## config.mk

```make
export PLATFORM = sky130hd
export DESIGN_NAME = nasti_memtest_master_flat
export DESIGN_NICKNAME = d
export VERILOG_FILES = /design/src/rtl/nasti_memtest_master_if.sv /design/src/rtl/nasti_memtest_master.sv /design/src/flat_wrapper.sv
export SDC_FILE = /design/constraint.sdc
export NUM_CORES = 1
export LEC_CHECK = 0
export ABC_CLOCK_PERIOD_IN_PS = 3080
export BUFFER_PORTS_ARGS = -buffer_cell sky130_fd_sc_hd__buf_2
export CAP_MARGIN = 20
export CORE_AREA = 2 2 166 168
export DETAILED_ROUTE_END_ITERATION = 10
export DIE_AREA = 0 0 168 170
export PLACE_DENSITY_LB_ADDON = 0.15
export SLEW_MARGIN = 5
export SYNTH_ARGS = -nofsm -noshare
export SYNTH_HDL_FRONTEND = slang
export SYNTH_SLANG_ARGS = --single-unit
```

## constraint.sdc

```tcl
create_clock -name clk -period 3.08 [get_ports clk]
set_input_delay 0.154 -clock clk [delete_from_list [all_inputs] [get_ports clk]]
set_output_delay 0.154 -clock clk [all_outputs]
set_load 0.05 [all_outputs]
```

## src/rtl/nasti_memtest_master_if.sv

```systemverilog
// NASTI channel bundle (AXI4-style AW/W/B/AR/R) with master and slave views.
//
// Handshake rule for every channel: a transfer happens on the rising clock
// edge where valid && ready are both high. Once valid is raised, the source
// keeps valid high and the payload unchanged until that edge. The source never
// waits for ready before raising valid.
interface nasti_channel #(
  parameter int ID_WIDTH   = 1,
  parameter int ADDR_WIDTH = 16,
  parameter int DATA_WIDTH = 128,
  parameter int USER_WIDTH = 1
);
  // write address
  logic [ID_WIDTH-1:0]     aw_id;
  logic [ADDR_WIDTH-1:0]   aw_addr;
  logic [7:0]              aw_len;
  logic [2:0]              aw_size;
  logic [1:0]              aw_burst;
  logic                    aw_lock;
  logic [3:0]              aw_cache;
  logic [2:0]              aw_prot;
  logic [3:0]              aw_qos;
  logic [3:0]              aw_region;
  logic [USER_WIDTH-1:0]   aw_user;
  logic                    aw_valid;
  logic                    aw_ready;
  // write data
  logic [DATA_WIDTH-1:0]   w_data;
  logic [DATA_WIDTH/8-1:0] w_strb;
  logic                    w_last;
  logic [USER_WIDTH-1:0]   w_user;
  logic                    w_valid;
  logic                    w_ready;
  // write response
  logic [ID_WIDTH-1:0]     b_id;
  logic [1:0]              b_resp;
  logic [USER_WIDTH-1:0]   b_user;
  logic                    b_valid;
  logic                    b_ready;
  // read address
  logic [ID_WIDTH-1:0]     ar_id;
  logic [ADDR_WIDTH-1:0]   ar_addr;
  logic [7:0]              ar_len;
  logic [2:0]              ar_size;
  logic [1:0]              ar_burst;
  logic                    ar_lock;
  logic [3:0]              ar_cache;
  logic [2:0]              ar_prot;
  logic [3:0]              ar_qos;
  logic [3:0]              ar_region;
  logic [USER_WIDTH-1:0]   ar_user;
  logic                    ar_valid;
  logic                    ar_ready;
  // read data
  logic [ID_WIDTH-1:0]     r_id;
  logic [DATA_WIDTH-1:0]   r_data;
  logic [1:0]              r_resp;
  logic                    r_last;
  logic [USER_WIDTH-1:0]   r_user;
  logic                    r_valid;
  logic                    r_ready;

  modport master (
    output aw_id, aw_addr, aw_len, aw_size, aw_burst, aw_lock, aw_cache,
           aw_prot, aw_qos, aw_region, aw_user, aw_valid,
    input  aw_ready,
    output w_data, w_strb, w_last, w_user, w_valid,
    input  w_ready,
    input  b_id, b_resp, b_user, b_valid,
    output b_ready,
    output ar_id, ar_addr, ar_len, ar_size, ar_burst, ar_lock, ar_cache,
           ar_prot, ar_qos, ar_region, ar_user, ar_valid,
    input  ar_ready,
    input  r_id, r_data, r_resp, r_last, r_user, r_valid,
    output r_ready
  );

  modport slave (
    input  aw_id, aw_addr, aw_len, aw_size, aw_burst, aw_lock, aw_cache,
           aw_prot, aw_qos, aw_region, aw_user, aw_valid,
    output aw_ready,
    input  w_data, w_strb, w_last, w_user, w_valid,
    output w_ready,
    output b_id, b_resp, b_user, b_valid,
    input  b_ready,
    input  ar_id, ar_addr, ar_len, ar_size, ar_burst, ar_lock, ar_cache,
           ar_prot, ar_qos, ar_region, ar_user, ar_valid,
    output ar_ready,
    output r_id, r_data, r_resp, r_last, r_user, r_valid,
    input  r_ready
  );
endinterface

```

## src/rtl/nasti_memtest_master.sv

```systemverilog
// Memory test master: writes an address-derived pattern over a region in
// INCR bursts, reads it back and counts data/response/last errors.
// One transaction is outstanding at a time; all outputs are registered.
module nasti_memtest_master #(
  parameter int                    ID_WIDTH   = 1,
  parameter int                    ADDR_WIDTH = 16,
  parameter int                    DATA_WIDTH = 128,
  parameter int                    USER_WIDTH = 1,
  parameter logic [ADDR_WIDTH-1:0] BASE_ADDR  = '0,
  parameter int                    BURST_LEN  = 4,
  parameter int                    NUM_BURSTS = 2
) (
  input  logic                  clk,
  input  logic                  rst,
  input  logic                  start,
  output logic                  busy,
  output logic                  done,
  output logic                  pass,
  output logic [15:0]           err_count,
  output logic [ADDR_WIDTH-1:0] first_err_addr,
  output logic [2:0]            dbg_state,
  nasti_channel.master          nasti
);

  localparam int BYTES = DATA_WIDTH / 8;
  localparam int SIZE  = $clog2(BYTES);
  localparam int LANES = DATA_WIDTH / 32;
  localparam int CNT_W = (NUM_BURSTS > 1) ? $clog2(NUM_BURSTS) : 1;

  localparam logic [ADDR_WIDTH-1:0] BEAT_INC   = ADDR_WIDTH'(BYTES);
  localparam logic [ADDR_WIDTH-1:0] BURST_INC  = ADDR_WIDTH'(BURST_LEN * BYTES);
  localparam logic [8:0]            LAST_BEAT  = 9'(BURST_LEN - 1);
  localparam logic [CNT_W-1:0]      LAST_BURST = CNT_W'(NUM_BURSTS - 1);

  typedef enum logic [2:0] {
    S_IDLE = 3'd0,
    S_AW   = 3'd1,
    S_W    = 3'd2,
    S_B    = 3'd3,
    S_AR   = 3'd4,
    S_R    = 3'd5,
    S_DONE = 3'd6
  } state_t;

  state_t state, state_d;

  logic                  aw_hs, w_hs, b_hs, ar_hs, r_hs;
  logic                  start_acc, last_burst;
  logic                  exp_last, b_bad, r_bad, err_event;
  logic [ADDR_WIDTH-1:0] err_addr;
  logic [15:0]           err_count_d;
  logic [CNT_W-1:0]      burst_cnt;
  logic [ADDR_WIDTH-1:0] burst_addr;
  logic [ADDR_WIDTH-1:0] beat_addr;
  logic [8:0]            beat;

  // Lane k of the beat at byte address a holds (a + 4k) mod 2^32.
  function automatic logic [DATA_WIDTH-1:0] pattern(input logic [ADDR_WIDTH-1:0] a);
    logic [31:0] a32;
    logic [DATA_WIDTH-1:0] p;
    a32 = 32'(a);
    p   = '0;
    for (int k = 0; k < LANES; k++) begin
      p[32*k +: 32] = a32 + 32'(4 * k);
    end
    return p;
  endfunction

  assign aw_hs      = nasti.aw_valid && nasti.aw_ready;
  assign w_hs       = nasti.w_valid  && nasti.w_ready;
  assign b_hs       = nasti.b_valid  && nasti.b_ready;
  assign ar_hs      = nasti.ar_valid && nasti.ar_ready;
  assign r_hs       = nasti.r_valid  && nasti.r_ready;
  assign start_acc  = start && ((state == S_IDLE) || (state == S_DONE));
  assign last_burst = (burst_cnt == LAST_BURST);
  assign dbg_state  = state;

  // Constant NASTI fields; the response user bits are not interpreted.
  assign nasti.aw_id     = '0;
  assign nasti.aw_lock   = 1'b0;
  assign nasti.aw_cache  = '0;
  assign nasti.aw_prot   = '0;
  assign nasti.aw_qos    = '0;
  assign nasti.aw_region = '0;
  assign nasti.aw_user   = '0;
  assign nasti.w_user    = '0;
  assign nasti.ar_id     = '0;
  assign nasti.ar_lock   = 1'b0;
  assign nasti.ar_cache  = '0;
  assign nasti.ar_prot   = '0;
  assign nasti.ar_qos    = '0;
  assign nasti.ar_region = '0;
  assign nasti.ar_user   = '0;

  logic unused_user;
  assign unused_user = ^{nasti.b_user, nasti.r_user};

  // State register.
  always_ff @(posedge clk) begin
    if (rst) state <= S_IDLE;
    else     state <= state_d;
  end

  // Next state: each phase advances on its final handshake.
  always_comb begin
    state_d = state;
    case (state)
      S_IDLE, S_DONE: if (start) state_d = S_AW;
      S_AW:           if (aw_hs) state_d = S_W;
      S_W:            if (w_hs && nasti.w_last) state_d = S_B;
      S_B:            if (b_hs) state_d = last_burst ? S_AR : S_AW;
      S_AR:           if (ar_hs) state_d = S_R;
      S_R:            if (r_hs && nasti.r_last) state_d = last_burst ? S_DONE : S_AR;
      default:        state_d = S_IDLE;
    endcase
  end

  // Error detection for the current B or R handshake and the saturating count.
  always_comb begin
    exp_last  = (beat == LAST_BEAT);
    b_bad     = (nasti.b_resp != 2'b00) || (nasti.b_id != '0);
    r_bad     = (nasti.r_resp != 2'b00) || (nasti.r_id != '0) ||
                (nasti.r_data != pattern(beat_addr)) ||
                (nasti.r_last != exp_last) || (beat > LAST_BEAT);
    err_event = (b_hs && b_bad) || (r_hs && r_bad);
    err_addr  = b_hs ? burst_addr : beat_addr;
    err_count_d = err_count;
    if (start_acc)
      err_count_d = '0;
    else if (err_event && (err_count != 16'hFFFF))
      err_count_d = err_count + 16'd1;
  end

  // Write address channel: raise one cycle into AW, drop after the handshake.
  always_ff @(posedge clk) begin
    if (rst) begin
      nasti.aw_valid <= 1'b0;
      nasti.aw_addr  <= '0;
      nasti.aw_len   <= '0;
      nasti.aw_size  <= '0;
      nasti.aw_burst <= '0;
    end else if ((state == S_AW) && !nasti.aw_valid) begin
      nasti.aw_valid <= 1'b1;
      nasti.aw_addr  <= burst_addr;
      nasti.aw_len   <= 8'(BURST_LEN - 1);
      nasti.aw_size  <= 3'(SIZE);
      nasti.aw_burst <= 2'b01;
    end else if (aw_hs) begin
      nasti.aw_valid <= 1'b0;
    end
  end

  // Read address channel: same shape as the write address channel.
  always_ff @(posedge clk) begin
    if (rst) begin
      nasti.ar_valid <= 1'b0;
      nasti.ar_addr  <= '0;
      nasti.ar_len   <= '0;
      nasti.ar_size  <= '0;
      nasti.ar_burst <= '0;
    end else if ((state == S_AR) && !nasti.ar_valid) begin
      nasti.ar_valid <= 1'b1;
      nasti.ar_addr  <= burst_addr;
      nasti.ar_len   <= 8'(BURST_LEN - 1);
      nasti.ar_size  <= 3'(SIZE);
      nasti.ar_burst <= 2'b01;
    end else if (ar_hs) begin
      nasti.ar_valid <= 1'b0;
    end
  end

  // Write data: first beat loads on the AW handshake, later beats on each W handshake.
  always_ff @(posedge clk) begin
    if (rst) begin
      nasti.w_valid <= 1'b0;
      nasti.w_data  <= '0;
      nasti.w_strb  <= '0;
      nasti.w_last  <= 1'b0;
    end else if (aw_hs) begin
      nasti.w_valid <= 1'b1;
      nasti.w_data  <= pattern(burst_addr);
      nasti.w_strb  <= '1;
      nasti.w_last  <= (BURST_LEN == 1);
    end else if (w_hs) begin
      if (nasti.w_last) begin
        nasti.w_valid <= 1'b0;
        nasti.w_last  <= 1'b0;
      end else begin
        nasti.w_data  <= pattern(beat_addr + BEAT_INC);
        nasti.w_last  <= ((beat + 9'd1) == LAST_BEAT);
      end
    end
  end

  // Response readies are high for exactly the cycles spent in B and R.
  always_ff @(posedge clk) begin
    if (rst) begin
      nasti.b_ready <= 1'b0;
      nasti.r_ready <= 1'b0;
    end else begin
      nasti.b_ready <= (state_d == S_B);
      nasti.r_ready <= (state_d == S_R);
    end
  end

  // Burst and beat position; the burst counter wraps to BASE_ADDR on entry to AR.
  always_ff @(posedge clk) begin
    if (rst) begin
      burst_cnt  <= '0;
      burst_addr <= '0;
      beat       <= '0;
      beat_addr  <= '0;
    end else begin
      if (start_acc) begin
        burst_cnt  <= '0;
        burst_addr <= BASE_ADDR;
      end else if (b_hs) begin
        if (last_burst) begin
          burst_cnt  <= '0;
          burst_addr <= BASE_ADDR;
        end else begin
          burst_cnt  <= burst_cnt + CNT_W'(1);
          burst_addr <= burst_addr + BURST_INC;
        end
      end else if (r_hs && nasti.r_last && !last_burst) begin
        burst_cnt  <= burst_cnt + CNT_W'(1);
        burst_addr <= burst_addr + BURST_INC;
      end
      // beat saturates one past the last beat so overrun beats stay flagged
      if (aw_hs || ar_hs) begin
        beat      <= '0;
        beat_addr <= burst_addr;
      end else if (w_hs || r_hs) begin
        if (beat <= LAST_BEAT) beat <= beat + 9'd1;
        beat_addr <= beat_addr + BEAT_INC;
      end
    end
  end

  // Status outputs; pass uses the count including any error on the final beat.
  always_ff @(posedge clk) begin
    if (rst) begin
      err_count      <= '0;
      first_err_addr <= '0;
      busy           <= 1'b0;
      done           <= 1'b0;
      pass           <= 1'b0;
    end else begin
      err_count <= err_count_d;
      if (start_acc)
        first_err_addr <= '0;
      else if (err_event && (err_count == 16'd0))
        first_err_addr <= err_addr;
      busy <= (state_d != S_IDLE) && (state_d != S_DONE);
      done <= (state_d == S_DONE);
      pass <= (state_d == S_DONE) && (err_count_d == 16'd0);
    end
  end

endmodule

```

## src/flat_wrapper.sv

```systemverilog
// flat-port wrapper written by rule: the top's interface ports become plain ports
module nasti_memtest_master_flat 
#(
  parameter int                    ID_WIDTH   = 1,
  parameter int                    ADDR_WIDTH = 16,
  parameter int                    DATA_WIDTH = 128,
  parameter int                    USER_WIDTH = 1,
  parameter logic [ADDR_WIDTH-1:0] BASE_ADDR  = '0,
  parameter int                    BURST_LEN  = 4,
  parameter int                    NUM_BURSTS = 2
)
  (clk, rst, start, busy, done, pass, err_count, first_err_addr, dbg_state, nasti_aw_id, nasti_aw_addr, nasti_aw_len, nasti_aw_size, nasti_aw_burst, nasti_aw_lock, nasti_aw_cache, nasti_aw_prot, nasti_aw_qos, nasti_aw_region, nasti_aw_user, nasti_aw_valid, nasti_aw_ready, nasti_w_data, nasti_w_strb, nasti_w_last, nasti_w_user, nasti_w_valid, nasti_w_ready, nasti_b_id, nasti_b_resp, nasti_b_user, nasti_b_valid, nasti_b_ready, nasti_ar_id, nasti_ar_addr, nasti_ar_len, nasti_ar_size, nasti_ar_burst, nasti_ar_lock, nasti_ar_cache, nasti_ar_prot, nasti_ar_qos, nasti_ar_region, nasti_ar_user, nasti_ar_valid, nasti_ar_ready, nasti_r_id, nasti_r_data, nasti_r_resp, nasti_r_last, nasti_r_user, nasti_r_valid, nasti_r_ready);
  nasti_channel #(.ID_WIDTH(ID_WIDTH), .ADDR_WIDTH(ADDR_WIDTH), .DATA_WIDTH(DATA_WIDTH), .USER_WIDTH(USER_WIDTH)) nasti_i ();
  input  logic clk;
  input  logic rst;
  input  logic start;
  output logic busy;
  output logic done;
  output logic pass;
  output logic [15:0] err_count;
  output logic [ADDR_WIDTH-1:0] first_err_addr;
  output logic [2:0] dbg_state;
  output wire logic [$bits(nasti_i.aw_id)-1:0] nasti_aw_id;
  output wire logic [$bits(nasti_i.aw_addr)-1:0] nasti_aw_addr;
  output wire logic [$bits(nasti_i.aw_len)-1:0] nasti_aw_len;
  output wire logic [$bits(nasti_i.aw_size)-1:0] nasti_aw_size;
  output wire logic [$bits(nasti_i.aw_burst)-1:0] nasti_aw_burst;
  output wire logic [$bits(nasti_i.aw_lock)-1:0] nasti_aw_lock;
  output wire logic [$bits(nasti_i.aw_cache)-1:0] nasti_aw_cache;
  output wire logic [$bits(nasti_i.aw_prot)-1:0] nasti_aw_prot;
  output wire logic [$bits(nasti_i.aw_qos)-1:0] nasti_aw_qos;
  output wire logic [$bits(nasti_i.aw_region)-1:0] nasti_aw_region;
  output wire logic [$bits(nasti_i.aw_user)-1:0] nasti_aw_user;
  output wire logic [$bits(nasti_i.aw_valid)-1:0] nasti_aw_valid;
  input wire logic [$bits(nasti_i.aw_ready)-1:0] nasti_aw_ready;
  output wire logic [$bits(nasti_i.w_data)-1:0] nasti_w_data;
  output wire logic [$bits(nasti_i.w_strb)-1:0] nasti_w_strb;
  output wire logic [$bits(nasti_i.w_last)-1:0] nasti_w_last;
  output wire logic [$bits(nasti_i.w_user)-1:0] nasti_w_user;
  output wire logic [$bits(nasti_i.w_valid)-1:0] nasti_w_valid;
  input wire logic [$bits(nasti_i.w_ready)-1:0] nasti_w_ready;
  input wire logic [$bits(nasti_i.b_id)-1:0] nasti_b_id;
  input wire logic [$bits(nasti_i.b_resp)-1:0] nasti_b_resp;
  input wire logic [$bits(nasti_i.b_user)-1:0] nasti_b_user;
  input wire logic [$bits(nasti_i.b_valid)-1:0] nasti_b_valid;
  output wire logic [$bits(nasti_i.b_ready)-1:0] nasti_b_ready;
  output wire logic [$bits(nasti_i.ar_id)-1:0] nasti_ar_id;
  output wire logic [$bits(nasti_i.ar_addr)-1:0] nasti_ar_addr;
  output wire logic [$bits(nasti_i.ar_len)-1:0] nasti_ar_len;
  output wire logic [$bits(nasti_i.ar_size)-1:0] nasti_ar_size;
  output wire logic [$bits(nasti_i.ar_burst)-1:0] nasti_ar_burst;
  output wire logic [$bits(nasti_i.ar_lock)-1:0] nasti_ar_lock;
  output wire logic [$bits(nasti_i.ar_cache)-1:0] nasti_ar_cache;
  output wire logic [$bits(nasti_i.ar_prot)-1:0] nasti_ar_prot;
  output wire logic [$bits(nasti_i.ar_qos)-1:0] nasti_ar_qos;
  output wire logic [$bits(nasti_i.ar_region)-1:0] nasti_ar_region;
  output wire logic [$bits(nasti_i.ar_user)-1:0] nasti_ar_user;
  output wire logic [$bits(nasti_i.ar_valid)-1:0] nasti_ar_valid;
  input wire logic [$bits(nasti_i.ar_ready)-1:0] nasti_ar_ready;
  input wire logic [$bits(nasti_i.r_id)-1:0] nasti_r_id;
  input wire logic [$bits(nasti_i.r_data)-1:0] nasti_r_data;
  input wire logic [$bits(nasti_i.r_resp)-1:0] nasti_r_resp;
  input wire logic [$bits(nasti_i.r_last)-1:0] nasti_r_last;
  input wire logic [$bits(nasti_i.r_user)-1:0] nasti_r_user;
  input wire logic [$bits(nasti_i.r_valid)-1:0] nasti_r_valid;
  output wire logic [$bits(nasti_i.r_ready)-1:0] nasti_r_ready;
  assign nasti_aw_id = nasti_i.aw_id;
  assign nasti_aw_addr = nasti_i.aw_addr;
  assign nasti_aw_len = nasti_i.aw_len;
  assign nasti_aw_size = nasti_i.aw_size;
  assign nasti_aw_burst = nasti_i.aw_burst;
  assign nasti_aw_lock = nasti_i.aw_lock;
  assign nasti_aw_cache = nasti_i.aw_cache;
  assign nasti_aw_prot = nasti_i.aw_prot;
  assign nasti_aw_qos = nasti_i.aw_qos;
  assign nasti_aw_region = nasti_i.aw_region;
  assign nasti_aw_user = nasti_i.aw_user;
  assign nasti_aw_valid = nasti_i.aw_valid;
  assign nasti_i.aw_ready = nasti_aw_ready;
  assign nasti_w_data = nasti_i.w_data;
  assign nasti_w_strb = nasti_i.w_strb;
  assign nasti_w_last = nasti_i.w_last;
  assign nasti_w_user = nasti_i.w_user;
  assign nasti_w_valid = nasti_i.w_valid;
  assign nasti_i.w_ready = nasti_w_ready;
  assign nasti_i.b_id = nasti_b_id;
  assign nasti_i.b_resp = nasti_b_resp;
  assign nasti_i.b_user = nasti_b_user;
  assign nasti_i.b_valid = nasti_b_valid;
  assign nasti_b_ready = nasti_i.b_ready;
  assign nasti_ar_id = nasti_i.ar_id;
  assign nasti_ar_addr = nasti_i.ar_addr;
  assign nasti_ar_len = nasti_i.ar_len;
  assign nasti_ar_size = nasti_i.ar_size;
  assign nasti_ar_burst = nasti_i.ar_burst;
  assign nasti_ar_lock = nasti_i.ar_lock;
  assign nasti_ar_cache = nasti_i.ar_cache;
  assign nasti_ar_prot = nasti_i.ar_prot;
  assign nasti_ar_qos = nasti_i.ar_qos;
  assign nasti_ar_region = nasti_i.ar_region;
  assign nasti_ar_user = nasti_i.ar_user;
  assign nasti_ar_valid = nasti_i.ar_valid;
  assign nasti_i.ar_ready = nasti_ar_ready;
  assign nasti_i.r_id = nasti_r_id;
  assign nasti_i.r_data = nasti_r_data;
  assign nasti_i.r_resp = nasti_r_resp;
  assign nasti_i.r_last = nasti_r_last;
  assign nasti_i.r_user = nasti_r_user;
  assign nasti_i.r_valid = nasti_r_valid;
  assign nasti_r_ready = nasti_i.r_ready;
  nasti_memtest_master #(.ID_WIDTH(ID_WIDTH), .ADDR_WIDTH(ADDR_WIDTH), .DATA_WIDTH(DATA_WIDTH), .USER_WIDTH(USER_WIDTH), .BASE_ADDR(BASE_ADDR), .BURST_LEN(BURST_LEN), .NUM_BURSTS(NUM_BURSTS)) u_core (.clk(clk), .rst(rst), .start(start), .busy(busy), .done(done), .pass(pass), .err_count(err_count), .first_err_addr(first_err_addr), .dbg_state(dbg_state), .nasti(nasti_i));
endmodule
```

* Word level (Yosys, flattened, before mapping)
Index checks and enable logic that the tools add are counted.
** Word-level totals
- Flip-flop bits (word level) :: 235
- Input port bits :: 145
- Word-level logic and storage cells :: 135
** Operators by class
- Multiplexer cells :: 31
- Eq/ne operators :: 16
- Add/sub/neg operators :: 14
- Order comparisons :: 2
- Reduce and logical (&&, ||, !) cells :: 48
** Operator list (number)
- $mux 128 :: 3
- $mux 16 :: 8
- $ne 128x128->1 :: 1
- $add 16x4->17 const B :: 6
- $add 16x3->17 const B :: 3
- $logic_not 16->1 :: 2
- $mux 3 :: 7
- $eq 9x2->1 const B :: 2
- $pmux 3 s6 :: 1
- $logic_and 1x1->1 :: 17
- $add 16x1->16 const B :: 1
- $add 16x5->16 const B :: 1
- $add 16x7->16 const B :: 1
- $ne 16x16->1 const B :: 1
- $reduce_bool 2->1 :: 8
- $eq 3x3->1 const B :: 5
- $mux 1 :: 11
- $add 9x1->9 const B :: 1
- $eq 3x2->1 const B :: 3
- $gt 9x2->1 const B :: 1
- $le 9x2->1 const B :: 1
- $logic_or 1x1->1 :: 9
- $reduce_or 2->1 :: 4
- $reduce_and 2->1 :: 3
- 9 further kinds :: 11

* Longest topological paths before layout
Gate-level depths: netlist (run 1).
- Depth in word-level cells :: 12
- Mapped depth :: 14

* Worst setup path before layout (run 1)
No wires, ideal clock.
- Path kind :: register -> register
- Start point :: reg u_core.beat_addr[4]
- End point :: reg u_core.pass
- Buffers on the path :: 0
- Path slack :: 0.067 ns
- Data arrival time :: 2.952 ns
- Library setup time :: 0.061 ns
- Cell stages (with the launch flop) :: 12
- Clock period less this slack :: 3.013 ns
- Cells stage by stage :: dfxtp_1 ha_1 and3_1 nand3_1 xnor2_1 or4_1 a2111oi_2 a41oi_4 and2_4 or3_1 a32oi_1 and4_1
** Between the ends
- Cells in the longest elaborated chain, start to end :: 12
- Elaborated cells between the ends (all ways) :: 14
- Those cells by class :: add/sub (3); eq/ne (1); mux (2); reduce/logical (8)
** Ends and longest elaborated chain
- start: declaration :: RTL line nasti_memtest_master.sv:54 : logic [ADDR_WIDTH-1:0] beat_addr;
- start signal: assignment :: RTL line nasti_memtest_master.sv:232 : beat_addr <= burst_addr;
- start signal: assignment :: RTL line nasti_memtest_master.sv:235 : beat_addr <= beat_addr + BEAT_INC;
- $add 16x3->17 / $add 16x4->17 (equally long branches) :: RTL line nasti_memtest_master.sv:64 : p[32*k +: 32] = a32 + 32'(4 * k);
- $ne 128x128->1 (*) :: RTL line nasti_memtest_master.sv:123 : (nasti.r_data != pattern(beat_addr)) ||
- $logic_or 1x1->1 (*) :: RTL line nasti_memtest_master.sv:122 : r_bad = (nasti.r_resp != 2'b00) || (nasti.r_id != '0) ||
- $logic_or 1x1->1 (*) :: RTL line nasti_memtest_master.sv:123
- $logic_or 1x1->1 (*) :: RTL line nasti_memtest_master.sv:124 : (nasti.r_last != exp_last) || (beat > LAST_BEAT);
- $logic_and 1x1->1 (*) :: RTL line nasti_memtest_master.sv:125 : err_event = (b_hs && b_bad) || (r_hs && r_bad);
- $logic_or 1x1->1 (*) :: RTL line nasti_memtest_master.sv:125
- $logic_and 1x1->1 (*) :: RTL line nasti_memtest_master.sv:130 : else if (err_event && (err_count != 16'hFFFF))
- $mux 16 (*) :: RTL line nasti_memtest_master.sv:130
- $mux 16 (*) :: RTL line nasti_memtest_master.sv:128 : if (start_acc)
- $logic_not 16->1 (*) :: RTL line nasti_memtest_master.sv:256 : pass <= (state_d == S_DONE) && (err_count_d == 16'd0);
- $logic_and 1x1->1 (*) :: RTL line nasti_memtest_master.sv:256
- end signal: assignment :: RTL line nasti_memtest_master.sv:256
- end: declaration :: RTL line nasti_memtest_master.sv:18 : output logic pass,
Mark *: on every way between the ends. The rest lies on a longest branch, timed or not.
A chain may end at the register's enable or synchronous reset.

* Final worst setup path (run 1)
- Start point :: reg u_core.beat_addr[5]
- End point :: reg u_core.pass
Same word-level chain as after synthesis.

==> metrics.yaml, run 1 <==
global_routing:
  grt_util_all_layers_pct: 20.3
  grt_antenna_before_repair: 1
  grt_pass1_wl_um: 45500
  grt_pass1_vias: 7911
  grt.overflow.total: 0
  grt_max_degree: 53
cells_and_area:
  multiInputGateArea_mm2: 0.00517
  final_nets: 1605
  post-route-util_pct: 42.0
  seqCellArea_mm2: 0.00270
  area_delta_synth_final_pct: 24.9
  drive_gt1_share_pct: 32.1
  finalNonFillerCells: 1804
  nFillCells: 2774
place:
  place_inst: 1765
  place_congestion: 0.937
  port_buffers: 296
  pre_cts_ws_ns: -0.224
  dp_hpwl_um: 23500
route:
  drt_iter0_drc: 552
  met3_length_um: 1800
  viasPerCell: 4.83
  wl_met2_um: 13500
  wl_met1_um: 14500
  drt_pass1_iterations: 5
  wl_um: 30300
  vias: 8712
  highest_layer: "met4"
  wl_per_cell_um: 16.8
  antenna_left: 0
  drc: 0
floorplanning:
  core_area_mm2: 0.0267
  initial_core_util_pct: 33.7
  die_y_um: 170
  top_level_ports: 428
  die_x_um: 168
  rows: 60
  fp.dieArea_mm2: 0.0286
clock_tree:
  htreeDepth: 4
  cts.clk_slew.worst_paths_ns: 0.06
  cts_root_buf: "clkbuf_16"
  clock_latency_ns: 0.42
  holdBufCountCts: 0
  clockBufferDepth: 2
  cts_tree: "done"
  cts_made_buffers: 17
  clock_sinks: 134
synth:
  synth.top_cell.area_share_pct: 29.9
  ys_top_cells_by_area: "dfxtp_1, buf_4, xnor2_1, nand2_1, nor2_1"
  yosysUniqueCellTypes: 67
  yosysWarnings: 0
  yosysTopAreaCell: "dfxtp_1"
  synth.avg_cell_area_um2: 7.73
  ys.flop_type: "dfxtp_1"
  syn_inst: 1161
  synth_edf_count: 0
  netlist_area_mm2: 0.00897
  yosysSeqAreaShare_pct: 29.9
  async_flop_share_pct: 0
  synth_seq_cells: 134
timing:
  fin_crit_sh_pct: 103
  timing.hold.ws_ns: 0.0685
  fin_crit_ns: 3.18
  maxSlewViolCount: 0
  tightest_slew_ns: 0.862
  setup_viol: 6
  rsz0062_at_grt: "yes"
  finalHoldViolations: 0
  clock.fmax_mhz: 314
  slew-limit-headroom_pct: 42.5
  fin_skew_ns: 0.0148
  worst_slack_ns: -0.100
status:
  status: "finished with violations"
  violations: "setup timing"
worst_hold_path:
  min_path_type: "primary input to flop"
  min_path_cells: 4
setup_path:
  crit_fanout: 7
  crit_type: "flop to flop"
  critPathArrivalTime_ns: 3.49
  cp.required_ns: 3.39
  reg2regPathDepth: 13
  start_kind: "flop"
  end_kind: "flop"
power:
  irDropWorstVdd_mv: 0.291
  leakagePower_nw: 4.94
  power_density_mw_per_mm2: 448
  power.switching_mw: 1.76
  p_seq_share_pct: 36.3
  p_int_mw: 3.26
  pwr-share-comb_pct: 22.6
  p_sw_share_pct: 35.0
  p_clk_share_pct: 41.2
job:
  cap_violations: 0
layout make-up:
class	instances	share of cell area (%)
Sequential cell	134	24.1
Inverter	16	0.536
Clock buffer	20	3.99
Multi-Input combinational cell	887	46.1
Tap cell	341	3.81
Antenna cell	1	0.0223
Clock inverter	12	1.31
Timing Repair Buffer	393	20.1
through the flow:
step                      cell area (µm²)  power, mW  TNS (ns)
final                               11200       5.02    -0.310
after global routing                11200       5.23    -0.978
after CTS                           11100       5.07   -0.0584
after detailed placement            10400       2.98     -2.15
after global placement              10400       2.98    -0.792
after floorplan                      9450       2.85         0
metal layers:
layer,track usage (%),up-vias
met5,0,-
met4,5.03,0
met3,4.63,35
met2,31.9,291
met1,28.3,4092
li1,-,4294
cells in the mapped netlist, types with 2 or more instances:
library cell  instances
a2111oi_0             3
a2111oi_2             3
a211oi_1             24
a21o_1                6
a21oi_1              70
a221oi_1              2
a22oi_1               6
a311oi_1             18
a31oi_1               6
a32oi_1               3
and2_1                8
and3_1               15
and4_1                7
and4b_1               3
buf_1                 5
buf_2                 8
buf_4               189
buf_6                 2
clkbuf_1             48
dfxtp_1             134
ha_1                 11
inv_1                16
mux2i_1               7
nand2_1             131
nand2b_1             10
nand3_1              41
nand3b_1              6
nand4_1              25
nor2_1              131
nor2b_1               2
nor3_1               21
nor4_1               32
nor4b_1               3
nor4bb_1              2
o21ai_0              28
o22ai_1               3
o311ai_0              3
or2_2                 3
or3_1                10
or4_1                 3
xnor2_1              58
xor2_1               30
layout by cell type (no fill, tap or decap), drive strengths merged, types with 4 or more instances in the layout:
master   synthesis  layout
or4              4       4
nand2b          10      10
xnor2           58      58
a22oi            6       6
and3            15      15
ha              11      11
nand4           27      27
or3             11      11
buf            204     393
o21ai           29      29
a211oi          25      25
a311oi          18      18
nor2           131     131
and4             7       7
nor3            23      23
inv             16      19
nand3b           6       6
a21o             6       6
and2             9       9
clkbuf          48      20
conb             1     129
dfxtp          134     134
mux2i            7       7
nand3           42      42
nand2          131     131
xor2            30      30
clkinv           0       4
a31oi            6       6
nor4            33      33
a21oi           70      70
a2111oi          8       8
flip-flops by register name (all words and copies together), names as in the netlist, 3 cells and up:
register / flops
u_core.nasti.w_data: 37
u_core.beat_addr: 13
u_core.burst_addr: 10
u_core.nasti.ar_addr: 10
u_core.dbg_state: 3
u_core.first_err_addr: 13
u_core.beat: 9
u_core.nasti.aw_addr: 10
u_core.err_count: 16
power by group through the flow:
stage | clock network [mW] | registers (mW) | logic [mW]
final | 2.07 | 1.82 | 1.13
after global placement | 0 | 1.86 | 1.12
after floorplan | 0 | 1.95 | 0.897
after detailed placement | 0 | 1.86 | 1.12
after CTS | 2.12 | 1.82 | 1.12
after global routing | 2.21 | 1.83 | 1.20
path summary, 6_finish.rpt:
| kind | startpoint | to | slack [ns] |
|---|---|---|---|
| max reg2reg | u_core.beat_addr[5] | u_core.pass | -0.10 |
| max | u_core.beat_addr[5] | u_core.pass | -0.10 |
| min reg2reg | u_core.nasti.w_data[13] | u_core.nasti.w_data[13] | 0.45 |
| min | nasti_w_ready | u_core.nasti.w_valid | 0.07 |
cell families (layout without fill, tap and decap cells):
kind of cell	after synthesis	after routing	synth area share, %
compound gates	189	189	14.2
xor+xnor	88	88	8.59
fa+ha+maj	11	11	1.53
buf+inv	268	441	19.4
flops	134	134	29.9
mux	7	7	0.781
other cells	1	130	0.0418
simple gates	463	463	25.6
critical path: stages (launching register included):
cell and delay [ns]:
dfxtp_1 0.35, buf_4 0.20, xor2_2 0.19, or4_4 0.43, a2111oi_4 0.34, o2111ai_2 0.18, a211oi_2 0.30, a41oi_4 0.18
buf_6 0.18, nand4_1 0.14, buf_6 0.15, mux2i_1 0.18, nor4_1 0.06, and4_1 0.17
what timing repair did:
item | in CTS | in global routing
endpoints found under the hold margin | 0 | 0
endpoints found under the setup margin | 27 | 33
setup buffers | 3 | 3
pin swaps | 10 | 15
resized for setup | 13 | 28
Note: power is estimated with default switching activity, not from simulation.
==> run 2: changes to the inputs <==
==> constraint.sdc (replaced) <==
create_clock -name clk -period 3.08 [get_ports clk]
set_input_delay 0 -clock clk [delete_from_list [all_inputs] [get_ports clk]]
set_output_delay 0 -clock clk [all_outputs]
set_load 0.05 [all_outputs]
==> run 2 against run 1 <==
Global-route usage rose by 0.076 points. Setup slack improved by 0.00078 ns. The run still ends with setup timing left. Die area did not move. Clock skew fell by 0.0023 ns. Register-to-register slack barely moved. Design area rose by 2.0%.
==> metrics.yaml, run 2 (same netlist as run 1, synthesis figures left out) <==
clock_tree:
  cts_root_buf: "clkbuf_16"
  clockBufferDepth: 2  # unchanged
  cts_made_buffers: 17  # unchanged
  htreeDepth: 4  # unchanged
  cts.clk_slew.worst_paths_ns: 0.07  # about the same
  clock_latency_ns: 0.43  # about the same
  clock_sinks: 134  # unchanged
  cts_tree: "done"
global_routing:
  grt_pass1_wl_um: 45400  # -0.12%
  grt_max_degree: 53  # unchanged
  grt.overflow.total: 0  # unchanged
  grt_util_all_layers_pct: 20.4  # +0.076 points
  grt_antenna_before_repair: 0  # -1
  grt_pass1_vias: 7901  # -0.13%
floorplanning:
  die_x_um: 168  # unchanged
  die_y_um: 170  # unchanged
  fp.dieArea_mm2: 0.0286  # unchanged
  initial_core_util_pct: 33.7  # unchanged
  top_level_ports: 428  # unchanged
  core_area_mm2: 0.0267  # unchanged
  rows: 60  # unchanged
setup_path:
  path_cells: "buf_6, ha_4, nand3_4, nor3_4, a2111oi_2, a31oi_1, a2111oi_4, a41oi_4, buf_6, nand4_1, buf_4, or4_1, a32oi_1, and4_1"
  timing.rr.start: "u_core.beat_addr[4]"
  cp_slowest_cell: "dfxtp_4"
  crit_buf_inv: 3  # unchanged
  crit_top_cell: "buf_6"
  cp.required_ns: 3.45  # +0.06 ns
  crit_fanout: 6  # -1
  end_kind: "flop"
  crit_type: "flop to flop"
  cp_slowest_stage_delay_ns: 0.39  # -0.04 ns
  critPathArrivalTime_ns: 3.55  # +0.06 ns
  critPathTopFamily: "simple AND/OR/NAND/NOR gates"
  startpoint: "u_core.beat_addr[4]"
  start_kind: "flop"
timing:
  setup_viol: 4  # -2
  tightest_slew_ns: 0.861  # -0.000951 ns
  rsz0062_at_grt: "yes"
  fin_crit_sh_pct: 103  # about the same
  finalHoldViolations: 0  # unchanged
  maxSlewViolCount: 0  # unchanged
  slew-limit-headroom_pct: 42.6  # +0.063 points
  fin_crit_ns: 3.18  # -0.000776 ns
  timing.hold.ws_ns: 0.0289  # -0.0396 ns
  fin_skew_ns: 0.0125  # -0.00229 ns
  clock.fmax_mhz: 315  # about the same
  fin_setup_tns_ns: -0.222  # +0.0887 ns
  worst_slack_ns: -0.0994  # +0.000776 ns
status:
  violations: "setup timing"
  status: "finished with violations"
cells_and_area:
  drive_gt1_share_pct: 33.9  # +1.8 points
  area_delta_synth_final_pct: 27.4
  layout_commonest_cell: "buf_2"
  finalNonFillerCells: 1815  # +0.61%
  final_cell_mix: "buf_2, nand2_1, conb_1"
  largestRegisters: "u_core.nasti.w_data (37), u_core.err_count (16)"
  top_register: "u_core.nasti.w_data"
  largest_register_ffs: 37  # unchanged
  final_nets: 1617  # +0.75%
  diodes: 0  # -1
  post-route-cell-area_mm2: 0.0114  # +2.0%
  post-route-util_pct: 42.9  # +0.84 points
  nFillCells: 2772  # -0.072%
place:
  port_buffers: 296  # unchanged
  place_congestion: 0.932  # -0.57%
  placed_area_mm2: 0.0104  # about the same
  place_inst: 1764  # -0.057%
  dp_hpwl_um: 23200  # -0.99%
  pre_cts_ws_ns: -0.217  # +0.00716 ns
route:
  vias: 8690  # -0.25%
  viasPerCell: 4.79  # -0.86%
  wl_um: 30400  # +0.57%
  drt_pass1_iterations: 4  # -1
  wl_per_cell_um: 16.8  # about the same
  antenna_left: 0  # unchanged
  drc: 0  # unchanged
  drt_iter0_drc: 607  # +10%
power:
  p_sw_share_pct: 35.5  # +0.50 points
  pwr-share-comb_pct: 22.9  # +0.3 points
  irDropWorstVdd_mv: 0.293  # +0.63%
  p_clk_share_pct: 40.7  # -0.5 points
  power.switching_mw: 1.78  # +1.1%
  power_density_mw_per_mm2: 438  # -2.3%
  p_int_mw: 3.23  # -1.1%
  leakagePower_nw: 5.05  # +2.2%
  finalPower_mw: 5.00  # -0.36%
  p_seq_share_pct: 36.4  # about the same
job:
  cap_violations: 0  # unchanged
worst_hold_path:
  min_path_type: "primary input to flop"
  hold_start: "rst"
run 2: changes by cell type in the layout (fill, tap and decap cells not counted), moves of 3 or more:
| cell | before | now |
|---|---|---|
| a311oi_1 | 14 | 7 |
| dlygate4sd3_1 | 0 | 3 |
| nor2_1 | 128 | 121 |
| nor2_2 | 3 | 10 |
| buf_4 | 89 | 95 |
| a311oi_2 | 4 | 11 |
run 2: worst paths after layout:
path                         endpoint  slack [ns]  cells past startpoint
min reg2reg  u_core.nasti.aw_addr[12]        0.45                      2
max reg2reg               u_core.pass        -0.1                     14
min            u_core.nasti.aw_len[0]        0.03                      2
max                       u_core.pass        -0.1                     14
run 2: power groups by stage:
stage	clock, mW	sequential [mW]	combinational [mW]
3_5_place_dp	0	1.86	1.12
5_1_grt	2.17	1.83	1.21
6_report	2.04	1.82	1.14
4_1_cts	2.08	1.82	1.13
3_3_place_gp	0	1.86	1.11
2_1_floorplan	0	1.95	0.897
run 2: cell type report:
cell class                 instances  area, µm²  area share, %
multi-input combinational        887       5280           46.2
sequential                       134       2700           23.6
timing repair buffer             405       2370           20.7
clock buffer                      20        467           4.08
tap                              341        427           3.73
clock inverter                    12        118           1.03
inverter                          16       62.6          0.547
run 2: repair_timing:
item / in CTS / in global routing
setup endpoints to repair: 26 / 24
setup buffers: 5 / 11
hold buffers: 3 / 0
endpoints found under the hold margin: 4 / 0
pin swaps: 9 / 24
gates resized for setup: 14 / 58
run 2: layer usage:
layer / wire length (µm) / vias to the layer above / global-route usage [%]
met1: 14600 / 4038 / 28.7
met5: 0 / - / 0
met2: 13800 / 300 / 32.0
met4: 317 / 0 / 5.10
li1: - / 4328 / -
met3: 1760 / 24 / 4.07
==> run 3: changes to the inputs <==
--- a/config.mk
+++ b/config.mk
@@ -5,12 +5,13 @@
 export SDC_FILE = /design/constraint.sdc
 export NUM_CORES = 1
 export LEC_CHECK = 0
+export ABC_AREA = 1
 export ABC_CLOCK_PERIOD_IN_PS = 3080
 export BUFFER_PORTS_ARGS = -buffer_cell sky130_fd_sc_hd__buf_2
 export CAP_MARGIN = 20
-export CORE_AREA = 2 2 166 168
+export CORE_AREA = 2 2 169 171
 export DETAILED_ROUTE_END_ITERATION = 10
-export DIE_AREA = 0 0 168 170
+export DIE_AREA = 0 0 171 173
 export PLACE_DENSITY_LB_ADDON = 0.15
 export SLEW_MARGIN = 5
 export SYNTH_ARGS = -nofsm -noshare
==> run 3 against run 2 <==
The flow now finishes without violations. Sequential share of layout area down 0.23 points. Non-clock buffer count shrank 64. Via count rose by 9.0%. Critical path type unchanged.
==> metrics.yaml, run 3 <==
status:
  status: "complete, no violations"
setup_path:
  critPathArrivalTime_ns: 3.15  # -0.40 ns
  crit_fanout: 5  # -1
  reg2regPathDepth: 17  # +3
  r2r_end: "u_core.nasti.w_data[47]"
  timing.rr.start: "u_core.beat_addr[4]"
  rrSetupSlack_ns: 0.24  # +0.34 ns
  start_kind: "flop"
  crit_type: "flop to flop"
  end_kind: "flop"
  cp.required_ns: 3.39  # -0.06 ns
timing:
  finalHoldViolations: 0  # unchanged
  tightest_slew_ns: 0.885  # +0.0239 ns
  timing.hold.ws_ns: 0.0507  # +0.0218 ns
  clock.fmax_mhz: 353  # +12%
  slew-limit-headroom_pct: 40.5  # -2.1 points
  fin_crit_ns: 2.84  # -0.344 ns
  maxSlewViolCount: 0  # unchanged
  setup_viol: 0  # -4
  fin_crit_sh_pct: 92.1  # -11 points
  rsz0062_at_grt: "yes"
  fin_skew_ns: 0.00967  # -0.00285 ns
power:
  finalPower_mw: 5.34  # +6.8%
  leakagePower_nw: 5.84  # +16%
  irDropWorstVdd_mv: 0.338  # +16%
  power_density_mw_per_mm2: 465  # +6.3%
cells_and_area:
  finalNonFillerCells: 2122  # +17%
  diodes: 0  # unchanged
  final_cell_mix: "nand2_1, buf_2, nor2_1"
  drive_gt1_share_pct: 23.5  # -10 points
  post-route-cell-area_mm2: 0.0115  # +0.47%
  post-route-util_pct: 41.6  # -1.3 points
  top_register: "u_core.nasti.w_data"
  largest_register_ffs: 37  # unchanged
  final_nets: 1888  # +17%
  layout_commonest_cell: "nand2_1"
  largestRegisters: "u_core.nasti.w_data (37), u_core.err_count (16)"
  area_delta_synth_final_pct: 21.3
synth:
  synth_edf_count: 0  # unchanged
  syn_inst: 1468  # +26%
  synth_commonest_cells: "nand2_1, nor2_1, buf_4"
  ys.flop_type: "dfxtp_1"
  ys_top_cells_by_area: "dfxtp_1, buf_4, nand2_1, nor2_1, inv_1"
  yosysSeqAreaShare_pct: 28.3  # -1.5 points
  async_flop_share_pct: 0  # unchanged
  netlist_area_mm2: 0.00946  # +5.5%
  yosysMostFrequentCell: "nand2_1"
  yosysTopAreaCell: "dfxtp_1"
  synth_seq_cells: 134  # unchanged
  synth.top_cell.area_share_pct: 28.3  # -1.5 points
  yosysWarnings: 0  # unchanged
  yosysUniqueCellTypes: 42  # -37%
  synth.avg_cell_area_um2: 6.45  # -17%
route:
  viasPerCell: 4.46  # -6.8%
  vias: 9470  # +9.0%
  drt_iter0_drc: 651  # +7.2%
  antenna_left: 0  # unchanged
  wl_per_cell_um: 14.4  # -14%
  drc: 0  # unchanged
  wl_um: 30600  # +0.39%
  drt_pass1_iterations: 4  # unchanged
worst_hold_path:
  hold_start: "nasti_w_ready"
  min_path_cells: 4  # +2
  min_path_type: "primary input to flop"
  whs_endpoint: "u_core.nasti.w_last"
floorplanning:
  top_level_ports: 428  # unchanged
  die_y_um: 173  # +1.8%
  core_area_mm2: 0.0276  # +3.7%
  rows: 61  # +1.7%
  fp.dieArea_mm2: 0.0296  # +3.6%
  initial_core_util_pct: 34.2  # +0.58 points
  die_x_um: 171  # +1.8%
clock_tree:
  htreeDepth: 4  # unchanged
  clockBufferDepth: 2  # unchanged
  cts.clk_slew.worst_paths_ns: 0.06  # about the same
  clock_sinks: 134  # unchanged
  cts_made_buffers: 17  # unchanged
  cts_tree: "done"
  cts_root_buf: "clkbuf_16"
  holdBufCountCts: 0  # -3
  clock_latency_ns: 0.42  # about the same
place:
  place_inst: 2086  # +18%
  port_buffers: 296  # unchanged
  dp_hpwl_um: 24200  # +4.1%
  place_congestion: 0.891  # -4.4%
  placed_area_mm2: 0.0107  # +2.8%
global_routing:
  grt_antenna_before_repair: 1  # +1
  grt_max_degree: 59  # +11%
  grt.overflow.total: 0  # unchanged
  grt_util_all_layers_pct: 20.1  # -0.36 points
  grt_pass1_wl_um: 46700  # +2.9%
  grt_pass1_vias: 8740  # +11%
job:
  cap_violations: 0  # unchanged
run 3: cell types whose count changed after synthesis, moves of 19 or more:
cell	change
nand2_1	+176
clkbuf_1	-19
inv_1	+157
o21ai_0	+41
nor4_1	-24
xnor2_1	-48
nor2_1	+57
nand3_1	+53
run 3: power breakdown:
part,total [mW],switching [mW],internal [mW]
Combinational,1.24,0.981,0.255
Clock,2.27,0.792,1.48
Sequential,1.84,0.0475,1.79
Total,5.34,1.82,3.52
run 3: cells by family (layout without fill, tap and decap cells):
family / after synthesis / in the layout / share of synthesized area, %
adder cells (fa/ha/maj): 11 / 11 / 1.45
flip-flops: 134 / 134 / 28.3
other: 1 / 129 / 0.0396
buffers and inverters: 404 / 551 / 23.5
AO/OA/AOI/OAI: 201 / 201 / 12.0
XOR/XNOR: 57 / 57 / 5.28
AND/OR/NAND/NOR: 660 / 661 / 29.4
run 3: layout make-up:
cell class                      instances  area (µm²)
Timing Repair inverter                  2        15.0
Timing Repair Buffer                  341        1850
Sequential cell                       134        2690
Tap cell                              378         473
Inverter                              177         668
Fill cell                            3077       16100
Clock inverter                         12         200
Clock buffer                           19         453
Multi-Input combinational cell       1059        5130
run 3: how the worst max path moves through the flow:
stage          cells past startpoint                        end  slack [ns]                   from
5_1_grt                           20                u_core.pass       -0.03    u_core.beat_addr[4]
6_report                          17    u_core.nasti.w_data[47]        0.24    u_core.beat_addr[4]
3_5_place_dp                      18  u_core.first_err_addr[13]        0.07    u_core.beat_addr[4]
2_1_floorplan                     16   u_core.nasti.w_data[110]        0.63  u_core.nasti.aw_valid
4_1_cts                           18   u_core.first_err_addr[6]        0.04    u_core.beat_addr[4]
3_3_place_gp                      20                u_core.pass        0.07    u_core.beat_addr[4]
run 3: what timing repair did:
item                       CTS  global route
buffers inserted             0             1
gates resized for setup      0            28
setup endpoints to repair    0            18
run 3: worst max-delay path: stages, from the launching register on:
cell      delay [ns]
dfxtp_2         0.39
ha_2            0.25
inv_1           0.10
nor2_1          0.23
nand2_1         0.13
xor2_1          0.27
nand2_1         0.07
o21ai_0         0.15
inv_1           0.15
nor2_1          0.17
nand3_1         0.11
nor3_1          0.15
nand2_1         0.08
xor2_1          0.18
nor2_1          0.10
nor2_1          0.06
o21bai_1        0.11
inv_1           0.05
run 3: metrics by stage:
step | TNS, ns | setup slack [ns]
final | 0 | 0.245
after global routing | -0.0435 | -0.0280
after CTS | 0 | 0.0436
after detailed placement | 0 | 0.0656
after global placement | 0 | 0.0745
after floorplan | 0 | 0.626
run 3: layer usage:
layer | GRT usage (%) | part of all wire (%)
met3 | 4.05 | 6.9
met4 | 5.05 | 1.4
met1 | 26.9 | 46
met5 | 0 | 0
met2 | 32.8 | 46
